===== src/rtl/ahb_pkg.sv =====
// Shared AHB encodings, fixed-burst beat-count constants and arbiter FSM states.
// Imported by the round-robin arbiter and its picker.
package ahb_pkg;

  localparam logic [1:0] HTRANS_IDLE   = 2'b00;
  localparam logic [1:0] HTRANS_BUSY   = 2'b01;
  localparam logic [1:0] HTRANS_NONSEQ = 2'b10;
  localparam logic [1:0] HTRANS_SEQ    = 2'b11;

  localparam logic [2:0] HBURST_SINGLE = 3'b000;
  localparam logic [2:0] HBURST_INCR   = 3'b001;
  localparam logic [2:0] HBURST_WRAP4  = 3'b010;
  localparam logic [2:0] HBURST_INCR4  = 3'b011;
  localparam logic [2:0] HBURST_WRAP8  = 3'b100;
  localparam logic [2:0] HBURST_INCR8  = 3'b101;
  localparam logic [2:0] HBURST_WRAP16 = 3'b110;
  localparam logic [2:0] HBURST_INCR16 = 3'b111;

  // Remaining SEQ beats after the NONSEQ beat of a fixed-length burst.
  localparam logic [3:0] BEATS4_LOAD  = 4'd3;
  localparam logic [3:0] BEATS8_LOAD  = 4'd7;
  localparam logic [3:0] BEATS16_LOAD = 4'd15;

  typedef enum logic [1:0] {
    ST_ARB   = 2'd0,
    ST_BURST = 2'd1,
    ST_LOCK  = 2'd2
  } arb_state_e;

  // Zero means "not a fixed-length burst" (SINGLE / INCR).
  function automatic logic [3:0] burst_load(input logic [2:0] hburst);
    case (hburst[2:1])
      2'b01:   burst_load = BEATS4_LOAD;
      2'b10:   burst_load = BEATS8_LOAD;
      2'b11:   burst_load = BEATS16_LOAD;
      default: burst_load = 4'd0;
    endcase
  endfunction

endpackage


===== src/rtl/ahb_rr_pick.sv =====
// Combinational round-robin picker: first requester after the pointer,
// searching pointer+1 .. pointer+3 and finally the pointer itself.
module ahb_rr_pick
  import ahb_pkg::*;
(
  input  logic [3:0] request,
  input  logic [1:0] pointer,
  output logic [1:0] winner,
  output logic       any
);

  logic       found;
  logic [1:0] idx;

  always_comb begin
    winner = pointer;
    found  = 1'b0;
    idx    = pointer;
    any    = |request;
    for (int k = 1; k <= 4; k++) begin
      idx = pointer + k[1:0];
      if (!found && request[idx]) begin
        winner = idx;
        found  = 1'b1;
      end
    end
  end

endmodule


===== src/rtl/ahb_rr_arbiter.sv =====
// Four-master AHB round-robin arbiter with fixed-burst hold and locked-transfer hold.
// State is exposed on dbg_state/dbg_count for checkers.
module ahb_rr_arbiter
  import ahb_pkg::*;
#(
  parameter int unsigned DEFAULT_MASTER = 0
) (
  input  logic       HCLK,
  input  logic       SYSRST,
  input  logic [3:0] HBUSREQ,
  input  logic [3:0] HLOCK,
  input  logic       HREADY,
  input  logic [1:0] HTRANS,
  input  logic [2:0] HBURST,
  output logic [3:0] HGRANT,
  output logic [1:0] HMASTER,
  output logic [1:0] HMASTER_D,
  output logic       HMASTLOCK,
  output arb_state_e dbg_state,
  output logic [3:0] dbg_count
);

  localparam logic [1:0] DEF_MASTER = 2'(DEFAULT_MASTER);

  arb_state_e state, state_n;
  logic [3:0] count, count_n;
  logic [1:0] master_n;
  logic       lock_n;
  logic [1:0] pick_winner;
  logic       pick_any;
  logic [1:0] rearb_master;
  logic [3:0] load;

  ahb_rr_pick u_pick (
    .request (HBUSREQ),
    .pointer (HMASTER),
    .winner  (pick_winner),
    .any     (pick_any)
  );

  assign rearb_master = pick_any ? pick_winner : DEF_MASTER;
  assign load         = burst_load(HBURST);
  assign dbg_state    = state;
  assign dbg_count    = count;

  // HREADY is the only advance qualifier: nothing moves on a wait-stated edge.
  always_comb begin
    state_n  = state;
    count_n  = count;
    master_n = HMASTER;
    lock_n   = HMASTLOCK;
    if (HREADY) begin
      unique case (state)
        ST_ARB: begin
          if (HLOCK[HMASTER]) begin
            state_n = ST_LOCK;
            lock_n  = 1'b1;
          end else if (HTRANS == HTRANS_NONSEQ && load != 4'd0) begin
            state_n = ST_BURST;
            count_n = load;
          end else begin
            master_n = rearb_master;
          end
        end
        ST_BURST: begin
          if (HLOCK[HMASTER]) begin
            state_n = ST_LOCK;
            lock_n  = 1'b1;
            count_n = 4'd0;
          end else if (HTRANS == HTRANS_SEQ) begin
            if (count == 4'd1) begin
              state_n  = ST_ARB;
              count_n  = 4'd0;
              master_n = rearb_master;
            end else begin
              count_n = count - 4'd1;
            end
          end else if (HTRANS != HTRANS_BUSY) begin
            // Early termination; a fresh NONSEQ by the same owner starts a new burst.
            master_n = rearb_master;
            state_n  = ST_ARB;
            count_n  = 4'd0;
            if (HTRANS == HTRANS_NONSEQ && rearb_master == HMASTER && load != 4'd0) begin
              state_n = ST_BURST;
              count_n = load;
            end
          end
        end
        ST_LOCK: begin
          if (!HLOCK[HMASTER]) begin
            state_n  = ST_ARB;
            lock_n   = 1'b0;
            master_n = rearb_master;
          end
        end
        default: state_n = ST_ARB;
      endcase
    end
  end

  always_ff @(posedge HCLK or posedge SYSRST) begin
    if (SYSRST) begin
      state     <= ST_ARB;
      count     <= 4'd0;
      HMASTER   <= DEF_MASTER;
      HMASTER_D <= DEF_MASTER;
      HGRANT    <= 4'b0001 << DEF_MASTER;
      HMASTLOCK <= 1'b0;
    end else begin
      state     <= state_n;
      count     <= count_n;
      HMASTER   <= master_n;
      HGRANT    <= 4'b0001 << master_n;
      HMASTLOCK <= lock_n;
      if (HREADY) HMASTER_D <= HMASTER;
    end
  end

endmodule


===== config.mk =====
export PLATFORM = sky130hd
export DESIGN_NAME = ahb_rr_arbiter
export DESIGN_NICKNAME = d
export VERILOG_FILES = /design/src/rtl/ahb_pkg.sv /design/src/rtl/ahb_rr_pick.sv /design/src/rtl/ahb_rr_arbiter.sv
export SDC_FILE = /design/constraint.sdc
export NUM_CORES = 1
export LEC_CHECK = 0
export ABC_AREA = 0
export BUFFER_PORTS_ARGS = -buffer_cell sky130_fd_sc_hd__buf_2
export CELL_PAD_IN_SITES_DETAIL_PLACEMENT = 1
export CELL_PAD_IN_SITES_GLOBAL_PLACEMENT = 1
export CORE_UTILIZATION = 34
export DETAILED_ROUTE_END_ITERATION = 12
export GPL_TIMING_DRIVEN = 0
export PLACE_DENSITY = 0.73
export SYNTH_ARGS = -nofsm -noshare
export SYNTH_HDL_FRONTEND = slang
export SYNTH_SLANG_ARGS = --single-unit

===== constraint.sdc =====
create_clock -name HCLK -period 2.25 [get_ports HCLK]
set_clock_uncertainty 0.1 [all_clocks]
set_input_delay 0.45 -clock HCLK [delete_from_list [all_inputs] [get_ports HCLK]]
set_output_delay 0.45 -clock HCLK [all_outputs]
set_load 0.01 [all_outputs]

==> results.toml <==
[detailed_routing]
vias_per_cell = 5.53
vias = 1140
drt-total-wl_um = 3380
ant_nets = 0
drcViolationCount = 0
dr.first_iter.drc_count = 67
routedWlPerCell_um = 16.4
firstDrtPassIters = 4

[logic_synthesis]
synthFlopType = "dfrtp_1"
synth_seq_cells = 15
seq_area_frac_synth_pct = 34.6
syn-instance-count = 125
syn_avg_cell_area_um2 = 8.70
syn-cell-area_um2 = 1090
yosys.cell_types.count = 44
synth-edff-count = 0
yosysWarnings = 0
syn_nets = 143
synthArstFlopShare_pct = 100

[clocking]
clock_latency_ns = 0.28
cts.reportedPaths.clkPinSlew_ns = 0.09
cts_max_level = 1
numCtsBuffers = 3
cts-root-buf = "clkbuf_4"
clock_sinks = 15
clockBufferDepth = 2
cts_tree = "yes"

[placement]
post-dp-hpwl_um = 2500
dp_cells = 197
pre_cts_ws_ns = -0.236
io_buffers = 28
gp_congestion = 0.861

[finish]
drive_gt1_share_pct = 34.6
final_common_cell = "buf_2"
area_growth_pct = 28.5
finalNonFillerCells = 206
antennaDiodeCount = 0
final_cell_mix = "buf_2, dfrtp_1, inv_1, nor2_1, a21oi_1"
fill_cells = 395
num-nets-final = 181

[sta]
clock.fmax_mhz = 428
relSlewSlack_pct = 62.3
period_minus_slack_ns = 2.34
hold_violations = 0
worst_slew_pin_slew_ns = 0.566
final.setup.worst_slack_ns = -0.0880
finalMaxSlewViolations = 0
min_period_over_period_pct = 104
rsz0062_at_grt = "yes"
setup_viol = 7

[worst_setup_path]
startpoint = "HMASTER[0]$_DFF_PP0_"
endpoint_kind = "register"
cp_max_fo = 6
worstPathArrival_ns = 2.40
slowest_delay_ns = 0.57
reg2reg_from = "HMASTER[0]$_DFF_PP0_"
crit_chain = "buf_6 -> mux4_2 -> or4_4 -> a21o_4 -> a211oi_2 -> o21ai_1"
crit_buf_inv = 1
critPathTopFamily = "multiplexers"
crit_type = "register to register"
crit_slowest_cell = "mux4_2"
start_kind = "register"
crit_required_ns = 2.31

[floorplan]
coreArea_um2 = 3050
rows = 20
dieArea_um2 = 3430
start_util_pct = 35.6
io_pins = 31
die_h_um = 58.6
die_w_um = 58.6

[global_routing]
grt_pass1_vias = 1230
antenna_found_initial = 0
grt_pass1_wl_um = 5760
grt_use_total_pct = 22.2
grt_max_degree = 16
overflow = 0

[hold_path]
hold_path_class = "input pin to async pin"

[flow_run]
drv_cap = 0

[outcome]
violations = "negative setup slack"
outcome = "finished with violations"

[power]
p_leak_nw = 0.626
power_density_nw_per_um2 = 1180
irDropWorstVdd_mv = 0.551
power_mw = 1.65
[state kept, by name, summed over array words and instances (netlist names)]
register   count
dbg_state      2
HMASTLOCK      1
HMASTER        2
HGRANT         4
HMASTER_D      2
dbg_count      4
[cells by family (layout without fill, tap and decap cells)]
| family | Yosys count | count (layout) | synth area share, % |
|---|---|---|---|
| flops | 15 | 15 | 34.6 |
| mux | 6 | 6 | 7.02 |
| buf+inv | 15 | 52 | 5.98 |
| compound gates | 42 | 42 | 25.9 |
| simple gates | 45 | 45 | 24.2 |
| fa+ha+maj | 2 | 2 | 2.30 |
[report_power, final]
group,switching [mW],internal (mW)
clock,0.0872,0.0659
sequential,0.131,0.393
combinational,0.518,0.451
[per-layer routing]
layer | part of all wire, % | track usage [%] | vias up | routed length, um
met5 | 0 | 0 | - | 0
met4 | 0.56 | 4.42 | 0 | 19
met3 | 3.7 | 3.30 | 2 | 124
met2 | 52 | 40.2 | 30 | 1740
met1 | 44 | 28.0 | 568 | 1490
li1 | - | - | 540 | -
[layout make-up]
type                            count  area [um^2]  share of cell area [%]
Timing Repair Buffer               34          185                    13.2
Sequential cell                    15          377                    26.9
Inverter                           10         37.5                    2.69
Clock inverter                      1         5.00                   0.358
Tap cell                           44         55.1                    3.94
Clock buffer                        3         22.5                    1.61
Multi-Input combinational cell     95          693                    49.6
Buffer                              4         22.5                    1.61
[metrics by stage]
step	utilization, %	cell area (um^2)	hold WS, ns	TNS, ns
final	45.8	1400	0.106	-0.322
after global routing	45.8	1400	0.153	-0.896
after CTS	44.8	1370	0.129	-0.341
after detailed placement	42.3	1290	0.392	-1.14
after global placement	42.3	1290	0.386	-0.791
after floorplan	-	1100	0.251	-0.0562
[cell usage after synthesis (2+ instances only)]
cell type	instances	share of area, %
inv_1	10	3.5
ha_1	2	2.3
a21o_1	2	1.4
nand4_1	2	1.2
a21boi_0	2	1.4
o31ai_1	4	2.8
nor2b_1	2	1.2
dfrtp_1	14	32
or3_1	2	1.2
and3b_1	2	1.6
or2_2	2	1.2
mux2i_1	2	1.8
nor3b_1	3	2.1
mux2_2	3	3.1
nand2b_1	5	2.9
a2bb2oi_1	2	1.6
o21ai_0	10	4.6
clkbuf_1	3	1.0
nor2_1	9	3.1
or4_1	3	2.1
nand2_1	7	2.4
a21oi_1	8	3.7
o211ai_1	2	1.4
a221o_1	2	1.8
a211oi_1	3	2.1
[final timing paths]
| path | end | slack [ns] | depth (start not counted) |
|---|---|---|---|
| setup / recovery | dbg_count[3]$_DFFE_PP0P_ | -0.09 | 6 |
| hold / removal | dbg_count[0]$_DFFE_PP0P_ | 0.11 | 2 |
| setup reg to reg | dbg_count[3]$_DFFE_PP0P_ | -0.09 | 6 |
| hold reg to reg | HMASTER_D[1]$_DFFE_PP0P_ | 0.41 | 1 |
| max in group asynchronous | dbg_count[1]$_DFFE_PP0P_ | 1.57 | 2 |
| min in group HCLK | dbg_count[3]$_DFFE_PP0P_ | 0.36 | 3 |
[what timing repair did]
| item | CTS | global route |
|---|---|---|
| gates resized for setup | 8 | 5 |
| setup buffers | 5 | 1 |
| pin swaps | 3 | 0 |
| endpoints found under the setup margin | 9 | 10 |
| hold buffers | 0 | 0 |
Note: power is estimated with default switching activity, not from simulation.
